## config.mk

```make
export PLATFORM = sky130hd
export DESIGN_NAME = video_axis_capture
export DESIGN_NICKNAME = d
export VERILOG_FILES = /design/src/rtl/video_axis_capture.sv
export SDC_FILE = /design/constraint.sdc
export NUM_CORES = 1
export LEC_CHECK = 0
export CAP_MARGIN = 20
export CORE_MARGIN = 3
export CORE_UTILIZATION = 35
export CTS_CLUSTER_DIAMETER = 120
export DETAILED_ROUTE_END_ITERATION = 12
export GPL_ROUTABILITY_DRIVEN = 0
export SYNTH_ARGS = -nofsm -noshare
export SYNTH_HDL_FRONTEND = slang
export SYNTH_SLANG_ARGS = --single-unit
```

## constraint.sdc

```tcl
create_clock -name clk -period 3.6 [get_ports clk]
set_input_delay 1.08 -clock clk [delete_from_list [all_inputs] [get_ports clk]]
set_output_delay 1.08 -clock clk [all_outputs]
set_load 0.02 [all_outputs]
```

## src/rtl/video_axis_capture.sv

```systemverilog
// video_axis_capture: frames pixel-bus video into an AXI-Stream through a first-word fall-through FIFO
module video_axis_capture #(
  parameter int   H_VISIBLE  = 640,
  parameter int   V_VISIBLE  = 480,
  parameter int   FIFO_DEPTH = 16,
  parameter logic VSYNC_POL  = 1'b0
) (
  input  logic        clk,
  input  logic        rst,
  input  logic [7:0]  red_in,
  input  logic [7:0]  green_in,
  input  logic [7:0]  blue_in,
  input  logic        blank_in,
  input  logic        hsync_in,
  input  logic        vsync_in,
  input  logic        capture_en,
  output logic [31:0] tdata,
  output logic        tlast,
  output logic        tvalid,
  input  logic        tready,
  output logic        overflow,
  output logic [7:0]  frames_dropped
);
  localparam int NPIX = H_VISIBLE * V_VISIBLE;
  localparam int CW = NPIX > 1 ? $clog2(NPIX) : 1;
  localparam logic [CW-1:0] LAST_PX = CW'(NPIX - 1);
  localparam int AW = $clog2(FIFO_DEPTH);
  localparam logic [AW:0] PTR_ONE = 1;
  localparam logic [CW-1:0] CNT_ONE = 1;
  typedef enum logic [1:0] {WAIT_VS, CAPTURE, TERM} state_t;
  state_t state, state_nx;
  logic vs_prev, frame_edge, last_px;
  logic [CW-1:0] cnt;
  logic cnt_clr, cnt_inc, ovf_set, drop;
  logic push, pop, full, empty;
  logic [32:0] push_word, head;
  logic [32:0] mem [FIFO_DEPTH];
  logic [AW:0] wr_ptr, rd_ptr;
  logic unused_hsync;
  assign unused_hsync = hsync_in;
  assign frame_edge = (vsync_in == VSYNC_POL) && (vs_prev != VSYNC_POL);
  assign last_px = cnt == LAST_PX;
  assign empty = wr_ptr == rd_ptr;
  assign full = (wr_ptr[AW] != rd_ptr[AW]) && (wr_ptr[AW-1:0] == rd_ptr[AW-1:0]);
  assign head = mem[rd_ptr[AW-1:0]];
  assign tvalid = !empty;
  assign tdata = empty ? '0 : head[31:0];
  assign tlast = !empty && head[32];
  assign pop = tvalid && tready;
  always_comb begin
    state_nx = state;
    push = 1'b0;
    push_word = '0;
    cnt_clr = 1'b0;
    cnt_inc = 1'b0;
    ovf_set = 1'b0;
    drop = 1'b0;
    case (state)
      WAIT_VS: begin
        if (frame_edge && capture_en) begin
          state_nx = CAPTURE;
          cnt_clr = 1'b1;
        end
      end
      CAPTURE: begin
        // a new frame boundary beats any pixel in the same cycle
        if (frame_edge) begin
          state_nx = TERM;
          drop = 1'b1;
        end else if (!blank_in && full) begin
          state_nx = TERM;
          ovf_set = 1'b1;
          drop = 1'b1;
        end else if (!blank_in) begin
          push = 1'b1;
          push_word = {last_px, 8'h00, blue_in, green_in, red_in};
          cnt_inc = 1'b1;
          state_nx = last_px ? WAIT_VS : CAPTURE;
        end
      end
      TERM: begin
        if (!full) begin
          push = 1'b1;
          push_word = {1'b1, 32'h0};
          state_nx = WAIT_VS;
        end
      end
      default: state_nx = WAIT_VS;
    endcase
  end
  always_ff @(posedge clk) begin
    if (rst) begin
      state <= WAIT_VS;
      vs_prev <= ~VSYNC_POL;
      cnt <= '0;
      wr_ptr <= '0;
      rd_ptr <= '0;
      overflow <= 1'b0;
      frames_dropped <= '0;
    end else begin
      state <= state_nx;
      vs_prev <= vsync_in;
      cnt <= cnt_clr ? '0 : cnt_inc ? cnt + CNT_ONE : cnt;
      wr_ptr <= push ? wr_ptr + PTR_ONE : wr_ptr;
      rd_ptr <= pop ? rd_ptr + PTR_ONE : rd_ptr;
      overflow <= overflow | ovf_set;
      if (drop && frames_dropped != 8'hff) frames_dropped <= frames_dropped + 8'd1;
    end
  end
  always_ff @(posedge clk) begin
    if (push) mem[wr_ptr[AW-1:0]] <= push_word;
  end
endmodule

```

==> metrics.cfg, run 1 <==
[detailed_routing]
postRouteAntennaNets=0
vias=8971
drt_iter0_drc=749
first_pass_iters=5
drt-vias-per-instance=5.11
drc=0
finalWirelength_mm=39.7
routedWlPerCell_um=22.6

[synth]
ys_seq_area_share_pct=72.8
synth_cells=898
synth_seq_cells=445
async_reset_ff_share_pct=0
synthTopCellsByCount=edfxtp_1 (400), mux4_2 (125), dfxtp_1 (45)
synth.largest_area_cell=edfxtp_1
synth.avg_cell_area_um2=19.7
synth_top_area_share_pct=67.7
synth_edf_count=400
synthFlopType=edfxtp_1
synth.most_common_cell=edfxtp_1
ys_top_cells_by_area=edfxtp_1 (68%), mux4_2 (16%), dfxtp_1 (5.1%), nor2b_1 (1.1%), and2_1 (0.92%)
netlist_area_um2=17700
ys_warn_count=0
yosysUniqueCellTypes=44

[timing]
layout_setup_ws_ns=-0.130
worst_pin_slew_ns=0.973
hold_violations=0
post-route-period-util_pct=104
tns_ns=-1.84
rsz0062_at_grt=true
clock.fmax_mhz=268
drv_slew=0
slew_headroom_pct=34.9
finClkSkew_ns=0.0276
setup_viol=25
period_minus_slack_ns=3.73

[finish]
diodes=0
area_growth_pct=23.4
utilization_pct=44.2
drive_gt1_share_pct=32.6
post_layout_nonfiller_instances=1757
n_fill_cell=4268
final_nets=1096

[floorplan]
coreArea_um2=49500
io_pins=74
die_h_um=231
fp.dieW_um=231
design.die.area_um2=53400
row_count=81
initial_utilization_pct=35.9

[cts]
clock_path_buffers=3
clkTransAtPathRegs_ns=0.06
clk_latency_ns=0.59
numCtsBuffers=48
cts_htree_levels=2
root_buffer=clkbuf_16
cts_sinks=445
cts_tree=done
cts_hold_buffers=0

[global_routing]
grt_overflow=0
grt_pass1_wl_mm=60.3
grt_max_degree=29
antenna_found_initial=0
first_global_vias=9439
grtUsageTotal_pct=15.2

[place]
portBuffers=64
pre_cts_ws_ns=0.0192
place_inst=1651
hpwl_mm=23.0

[setup_path]
startpoint_type=flip-flop
crit_slowest_cell=mux4_2
cpPeakStageDelay_ns=0.52
regToRegSetupSlack_ns=1.09
crit_fanout=8
critPathCaptureType=primary output
path_cells=buf_12, buf_6, mux4_2, mux4_2, nor2b_2, buf_6
worstPathArrival_ns=2.65
path_class=flip-flop to primary output
r2r-end=mem[15][16]
reg2reg_depth=7
required_ns=2.52
reg2reg_from=rd_ptr[2]

[outcome]
violations=setup timing
status=finished, violations left

[pwr]
p_leak_nw=7.25
ir_worst_vdd_v=0.000305
total_power_w=0.0112
p_per_area_nw_per_um2=510

[flow_run]
drv_cap=0

[worst_hold_path]
min_path_type=flip-flop to flip-flop
min-delay-start=overflow
holdPathStages=2
min_to=overflow

-- what timing repair did --
item                                    4_1_cts  5_1_grt
gates cloned                                  7        1
gates resized for setup                     139       59
pin swaps                                     2        0
endpoints found under the setup margin       26       25
buffers inserted                             13        3
-- worst max path at each step --
stage / from / endpoint / slack, ns / depth (start not counted)
after floorplan: vsync_in / mem[7][0] / 0.30 / 5
after global placement: flip-flop / tdata[1] / 0.01 / 6
after detailed placement: flip-flop / tdata[1] / 0.02 / 6
after CTS: flip-flop / tdata[0] / -0.24 / 7
after global routing: flip-flop / tdata[8] / -0.20 / 6
final: flip-flop / tlast / -0.13 / 6
-- power by group --
part	leakage, nW	switching [W]	internal (W)
Clock	0.760	0.00201	0.00290
Sequential	4.30	0.0000123	0.00560
Combinational	2.19	0.000318	0.000316
-- flip-flops by register name (all words and copies together) (netlist names), named ones only --
register	count
cnt	19
rd_ptr	5
frames_dropped	8
state	2
vs_prev	1
mem	400
wr_ptr	5
overflow	1
-- layout by cell type, fill, tap and decap left out, drive strengths merged, types with 7 or more instances in the layout --
cell and n:
edfxtp 400, mux4 125, buf 113, clkbuf 59, dfxtp 45, clkdlybuf4s50 39, nor2 38, nor2b 31
and2 26, a21oi 22, and3 21, clkinv 20, xor2 18, nand2 14, o21ai 13, or3 11
ha 10, inv 8, o2111ai 8, conb 8, xnor2 7, nand4 7
-- cell families (layout without fill, tap and decap cells) --
group	after synthesis	in the layout	share of synthesized area, %
mux	130	130	16.2
other cells	1	8	0.0211
fa+ha+maj	10	10	0.706
buf+inv	62	249	1.81
xor+xnor	25	25	1.23
flops	445	445	72.8
simple gates	167	168	5.18
compound gates	58	58	2.07
-- metal layers --
metal	share of wire, %	wire, um	vias up	track usage (%)
met3	6.6	2610	44	3.75
met2	47	18700	244	23.7
met5	0	0	-	0
met1	45	17800	4718	21.7
met4	1.6	625	0	3.22
li1	-	-	3965	-
-- critical path, delay by kind of cell, from the launching register on --
family                 cells  cell delay [ns]
buffers and inverters      3             0.45
flip-flops                 1             0.41
multiplexers               2             1.02
AND/OR/NAND/NOR            1             0.18
-- layout make-up --
type | count | area (um^2) | area share (%)
flip-flops and latches | 445 | 12900 | 59.1
clock inverters | 30 | 347 | 1.58
multi-input cells | 399 | 4720 | 21.6
clock buffers | 58 | 1240 | 5.66
well taps | 664 | 831 | 3.80
repair buffers | 153 | 1790 | 8.18
inverters | 8 | 30.0 | 0.137
-- per-stage QoR --
stage	instance area (um^2)	hold slack, ns
global route	21900	0.528
CTS	21700	0.482
finish	21900	0.480
floorplan	17800	0.453
global placement	19800	0.471
detailed placement	19800	0.465
(Power assumes the default switching activity.)
==> run 2: changes to the inputs <==
--- a/config.mk
+++ b/config.mk
@@ -14,3 +14,4 @@
 export SYNTH_ARGS = -nofsm -noshare
 export SYNTH_HDL_FRONTEND = slang
 export SYNTH_SLANG_ARGS = --single-unit
+export TNS_END_PERCENT = 20
==> constraint.sdc (replaced) <==
create_clock -name clk -period 3.6 [get_ports clk]
set_input_delay 0.72 -clock clk [delete_from_list [all_inputs] [get_ports clk]]
set_output_delay 0.72 -clock clk [all_outputs]
set_load 0.02 [all_outputs]
==> run 2 against run 1 <==
The run now ends clean. Sequential power barely moved. Final area shrank 3.5%. Core utilization fell by 1.6 points. Via count shrank 2.3%. First-iteration DRC count up 18%. Highest routed layer unchanged. Non-clock buffer count shrank 40.
==> metrics.cfg, run 2 (same netlist as run 1, synthesis figures left out) <==
[timing]
post-route-period-util_pct=97.3
slew_headroom_pct=35.7
hold_violations=0
period_minus_slack_ns=3.50
drv_slew=0
setup_viol=0
clock.fmax_mhz=285
finClkSkew_ns=0.0289
worst_pin_slew_ns=0.961

[setup_path]
worstPathArrival_ns=2.78
cpPeakStageDelay_ns=0.50
critPathCaptureType=primary output
path_cells=buf_12, buf_4, mux4_2, mux4_2, nor2b_1, clkdlybuf4s15_1
reg2reg_from=state[1]
regToRegSetupSlack_ns=1.02
crit_slowest_cell=mux4_2
cpLargestDelayFamily=multiplexers
crit_fanout=10
startpoint_type=flip-flop
path_common_cell=mux4_2
required_ns=2.88
r2r-end=mem[3][32]
worst-path-buf-inv=3
reg2reg_depth=7
path_class=flip-flop to primary output

[pwr]
p_leak_nw=6.93
p_per_area_nw_per_um2=503
ir_worst_vdd_v=0.000329

[cts]
clock_path_buffers=3
root_buffer=clkbuf_16
clkTransAtPathRegs_ns=0.06
numCtsBuffers=46
cts_htree_levels=2
clk_latency_ns=0.56
cts_tree=done
cts_sinks=445

[global_routing]
first_global_vias=9298
grt_max_degree=45
antenna_found_initial=1
use_met1_pct=21.3
use_met3_pct=2.69
busiest_layer=met2
grtUsageTotal_pct=14.8
grt_overflow=0
gr-usage-met2_pct=23.8
grt_pass1_wl_mm=59.1

[finish]
final_cell_mix=edfxtp_1 (400), mux4_2 (125), clkbuf_16 (47)
final_nets=1053
drive_gt1_share_pct=25.7
n_fill_cell=4362
utilization_pct=42.7
post_layout_nonfiller_instances=1712
multiInputGateArea_um2=4570
diodes=0
largest_reg_flops=400
seq_area_um2=12900
layout_commonest_cell=edfxtp_1
area_growth_pct=19.0

[outcome]
status=finished, final reports clean

[floorplan]
row_count=81
io_pins=74
design.die.area_um2=53400
initial_utilization_pct=35.9
coreArea_um2=49500
fp.dieW_um=231
die_h_um=231

[worst_hold_path]
min_path_type=flip-flop to flip-flop
holdPathStages=2
min_to=overflow
min-delay-start=overflow

[detailed_routing]
drc=0
drt_iter0_drc=887
drt-vias-per-instance=5.12
vias=8767
postRouteAntennaNets=0
routedWlPerCell_um=22.9
finalWirelength_mm=39.2
first_pass_iters=4

[place]
portBuffers=64
hpwl_mm=20.5
place_inst=1617

[flow_run]
drv_cap=0

==> run 2: cell types whose count changed in the layout (fill, tap and decap cells not counted), sizes merged <==
| cell | previous run | this run |
|---|---|---|
| buf | 113 | 48 |
| clkinvlp | 4 | 2 |
| dlymetal6s2s | 0 | 1 |
| inv | 8 | 9 |
| clkdlybuf4s15 | 0 | 6 |
| dlygate4sd2 | 0 | 10 |
| bufinv | 6 | 3 |
| clkinv | 20 | 18 |
| nor2 | 38 | 37 |
| clkbuf | 59 | 69 |
==> run 2: timing repair <==
action / CTS / global route
pin swaps: 0 / 0
cloned: 1 / 1
gates resized for setup: 28 / 25
setup buffers: 0 / 9
hold buffers: 0 / 0
setup endpoints to repair: 25 / 10
==> run 2: worst max path at each step <==
stage               startpoint        end  slack, ns  cells after the start
floorplan             vsync_in  mem[3][0]       0.06                      5
global placement     flip-flop  tdata[23]       0.33                      6
detailed placement   flip-flop  tdata[23]       0.32                      6
CTS                  flip-flop  tdata[19]      -0.17                      5
global route         flip-flop   tdata[4]     -0.002                      6
finish               flip-flop   tdata[0]        0.1                      6
==> run 2: area by class of cell <==
type                    instances  area share (%)
clock buffers                  60            5.70
clock inverters                24            1.03
inverters                       8           0.142
multi-input cells             398            21.6
flip-flops and latches        445            61.2
well taps                     664            3.94
repair buffers                113            6.33
==> run 2: stage by stage <==
| step | TNS [ns] | hold slack [ns] | instance area, um^2 | setup slack, ns | total power [W] |
|---|---|---|---|---|---|
| global route | -0.00163 | 0.517 | 21100 | -0.00163 | 0.0110 |
| floorplan | 0 | 0.453 | 17800 | 0.0646 | 0.00605 |
| global placement | 0 | 0.466 | 19600 | 0.334 | 0.00622 |
| finish | 0 | 0.470 | 21100 | 0.0955 | 0.0106 |
| CTS | -0.256 | 0.483 | 21000 | -0.167 | 0.0107 |
| detailed placement | 0 | 0.459 | 19600 | 0.324 | 0.00623 |
==> run 2: metal layers <==
metal,up-vias,routed length [um]
li1,3869,-
met1,4600,17600
met2,245,18800
met3,53,2220
met4,0,638
met5,-,0
==> run 2: power by group <==
part / internal, W / total [W] / leakage (nW) / switching, W
clock: 0.00258 / 0.00450 / 0.686 / 0.00192
combinational: 0.000234 / 0.000501 / 1.93 / 0.000268
sequential: 0.00560 / 0.00561 / 4.32 / 0.0000147
total: 0.00842 / 0.0106 / 6.93 / 0.00220
==> run 2: worst register-to-register path: stages (launching register included) <==
cell,delay (ns)
dfxtp_1,0.32
inv_1,0.07
ha_1,0.21
inv_1,0.09
nor3_2,0.42
buf_4,0.29
a21oi_1,0.08
nor2_1,0.73
==> run 3: changes to the inputs <==
--- a/config.mk
+++ b/config.mk
@@ -6,11 +6,15 @@
 export NUM_CORES = 1
 export LEC_CHECK = 0
 export CAP_MARGIN = 20
+export CELL_PAD_IN_SITES_DETAIL_PLACEMENT = 1
+export CELL_PAD_IN_SITES_GLOBAL_PLACEMENT = 2
 export CORE_MARGIN = 3
 export CORE_UTILIZATION = 35
+export CTS_BUF_LIST = sky130_fd_sc_hd__clkbuf_2 sky130_fd_sc_hd__clkbuf_4 sky130_fd_sc_hd__clkbuf_8
 export CTS_CLUSTER_DIAMETER = 120
 export DETAILED_ROUTE_END_ITERATION = 12
 export GPL_ROUTABILITY_DRIVEN = 0
+export PLACE_DENSITY_LB_ADDON = 0.1
 export SYNTH_ARGS = -nofsm -noshare
 export SYNTH_HDL_FRONTEND = slang
 export SYNTH_SLANG_ARGS = --single-unit
==> run 3 against run 2 <==
Total power is 1.2% higher. Non-clock buffer count is 21 higher. Critical path type unchanged. First-iteration DRC count is 33% lower. Cell count is 4.3% higher. Flip-flop and latch count stayed put. Critical endpoint is now tdata[14]. Combinational power is 6.6% higher. Global-route usage is 2.1 points higher. Clock power is 2% higher. Count of clock-buffer cells in the layout is 42 higher. Hold slack better by 0.030 ns. Via count is 3.0% higher. Maximum frequency is 0.32% higher.
==> metrics.cfg, run 3 (same netlist as run 1, synthesis figures left out) <==
[floorplan]
row_count=81
io_pins=74
coreArea_um2=49500
die_h_um=231
initial_utilization_pct=35.9
fp.dieW_um=231
design.die.area_um2=53400

[global_routing]
antenna_found_initial=1
grt_overflow=0
grt_max_degree=34
grt_pass1_wl_mm=66.0
first_global_vias=9933
grtUsageTotal_pct=17.0

[setup_path]
startpoint_type=flip-flop
path_class=flip-flop to primary output
crit_fanout=9
worstPathArrival_ns=2.77
reg2reg_depth=6
critPathCaptureType=primary output
required_ns=2.88

[pwr]
ir_worst_vdd_v=0.000246
p_per_area_nw_per_um2=507
internal-power_w=0.00839
p_sw_w=0.00235
p_sw_share_pct=21.9
pwr-share-seq_pct=52.3
p_leak_nw=7.11
p_clk_share_pct=42.7
comb_power_share_pct=5.0
total_power_w=0.0107

[finish]
largest_reg_flops=400
drive_gt1_share_pct=31.8
fin_area_um2=21200
n_fill_cell=4799
layout_commonest_cell=edfxtp_1
final_cell_mix=edfxtp_1 (400), mux4_2 (125), clkbuf_8 (82)
area_growth_pct=19.4
final_nets=1108

[timing]
period_minus_slack_ns=3.49
rsz0062_at_grt=true
setup_viol=0
drv_slew=0
slew_headroom_pct=58.0
worst_pin_slew_ns=0.630
clock.fmax_mhz=286
layout_setup_ws_ns=0.107
post-route-period-util_pct=97.0
tns_ns=0
hold_violations=0
holdWs_ns=0.501
finClkSkew_ns=0.0449

[flow_run]
drv_cap=0

[cts]
cts_tree=done
cts_htree_levels=3
cts_sinks=445
clock_path_buffers=3
clk_latency_ns=0.65
clkTransAtPathRegs_ns=0.06
root_buffer=clkbuf_8
numCtsBuffers=80

[place]
place_area_um2=19500
pre_cts_ws_ns=0.296
portBuffers=64
hpwl_mm=24.5

[detailed_routing]
routedWlPerCell_um=24.7
first_pass_iters=4
postRouteAntennaNets=0
finalWirelength_mm=44.1
vias=9027
drt-vias-per-instance=5.05
drc=0
drt_iter0_drc=595

[outcome]
status=finished, final reports clean

[worst_hold_path]
min_path_type=flip-flop to flip-flop
holdPathStages=2

[run 3: cell types whose count changed in the layout (fill, tap and decap cells not counted), sizes merged, moves of 5 or more]
cell	delta
buf	+41
clkbuf	+33
clkinv	+10
clkdlybuf4s15	-5
dlygate4sd2	-5
[run 3: area by class of cell]
| type | instances | area, um^2 | area share, % |
|---|---|---|---|
| multi-input cells | 398 | 4570 | 21.6 |
| clock buffers | 102 | 1280 | 6.04 |
| inverters | 8 | 30.0 | 0.142 |
| diodes | 1 | 2.50 | 0.0118 |
| well taps | 664 | 831 | 3.92 |
| clock inverters | 34 | 245 | 1.16 |
| repair buffers | 134 | 1300 | 6.15 |
| flip-flops and latches | 445 | 12900 | 61.0 |
[run 3: repair_timing]
action                     4_1_cts  5_1_grt
pin swaps                        1        0
hold buffers                     0        0
resized for setup               90        4
buffers inserted                12        1
gates cloned                     3        0
setup endpoints to repair       26       11
[run 3: final timing paths]
| check | startpoint | slack (ns) | to |
|---|---|---|---|
| worst max-delay path | flip-flop | 0.11 | tdata[14] |
| worst min-delay path | cnt[14] | 0.50 | cnt[14] |
| worst max register to register | wr_ptr[3] | 1.01 | mem[15][23] |
| worst min register to register | cnt[14] | 0.50 | cnt[14] |
[run 3: through the flow]
stage | util (%) | std cells
after floorplan | - | 905
after global placement | 39.4 | 1633
after detailed placement | 39.4 | 1633
after CTS | 42.8 | 1784
after global routing | 42.8 | 1786
final | 42.8 | 1786
[run 3: critical path, cell delays in order (launching register included)]
cell,delay (ns)
dfxtp_4,0.39
buf_12,0.15
buf_16,0.16
mux4_2,0.51
mux4_2,0.47
nor2b_1,0.17
clkdlybuf4s15_2,0.26
[run 3: layer usage]
metal / share of wire, % / GRT usage [%]
met1: 43 / 22.4
met2: 50 / 28.7
met3: 5.2 / 2.99
met4: 1.9 / 5.52
met5: 0 / 0
[run 3: power groups by stage]
stage / Sequential [W] / Clock (W) / Combinational [W]
global placement: 0.00572 / 0 / 0.000506
CTS: 0.00562 / 0.00476 / 0.000546
global route: 0.00561 / 0.00499 / 0.000584
floorplan: 0.00572 / 0 / 0.000330
detailed placement: 0.00572 / 0 / 0.000509
finish: 0.00562 / 0.00459 / 0.000534
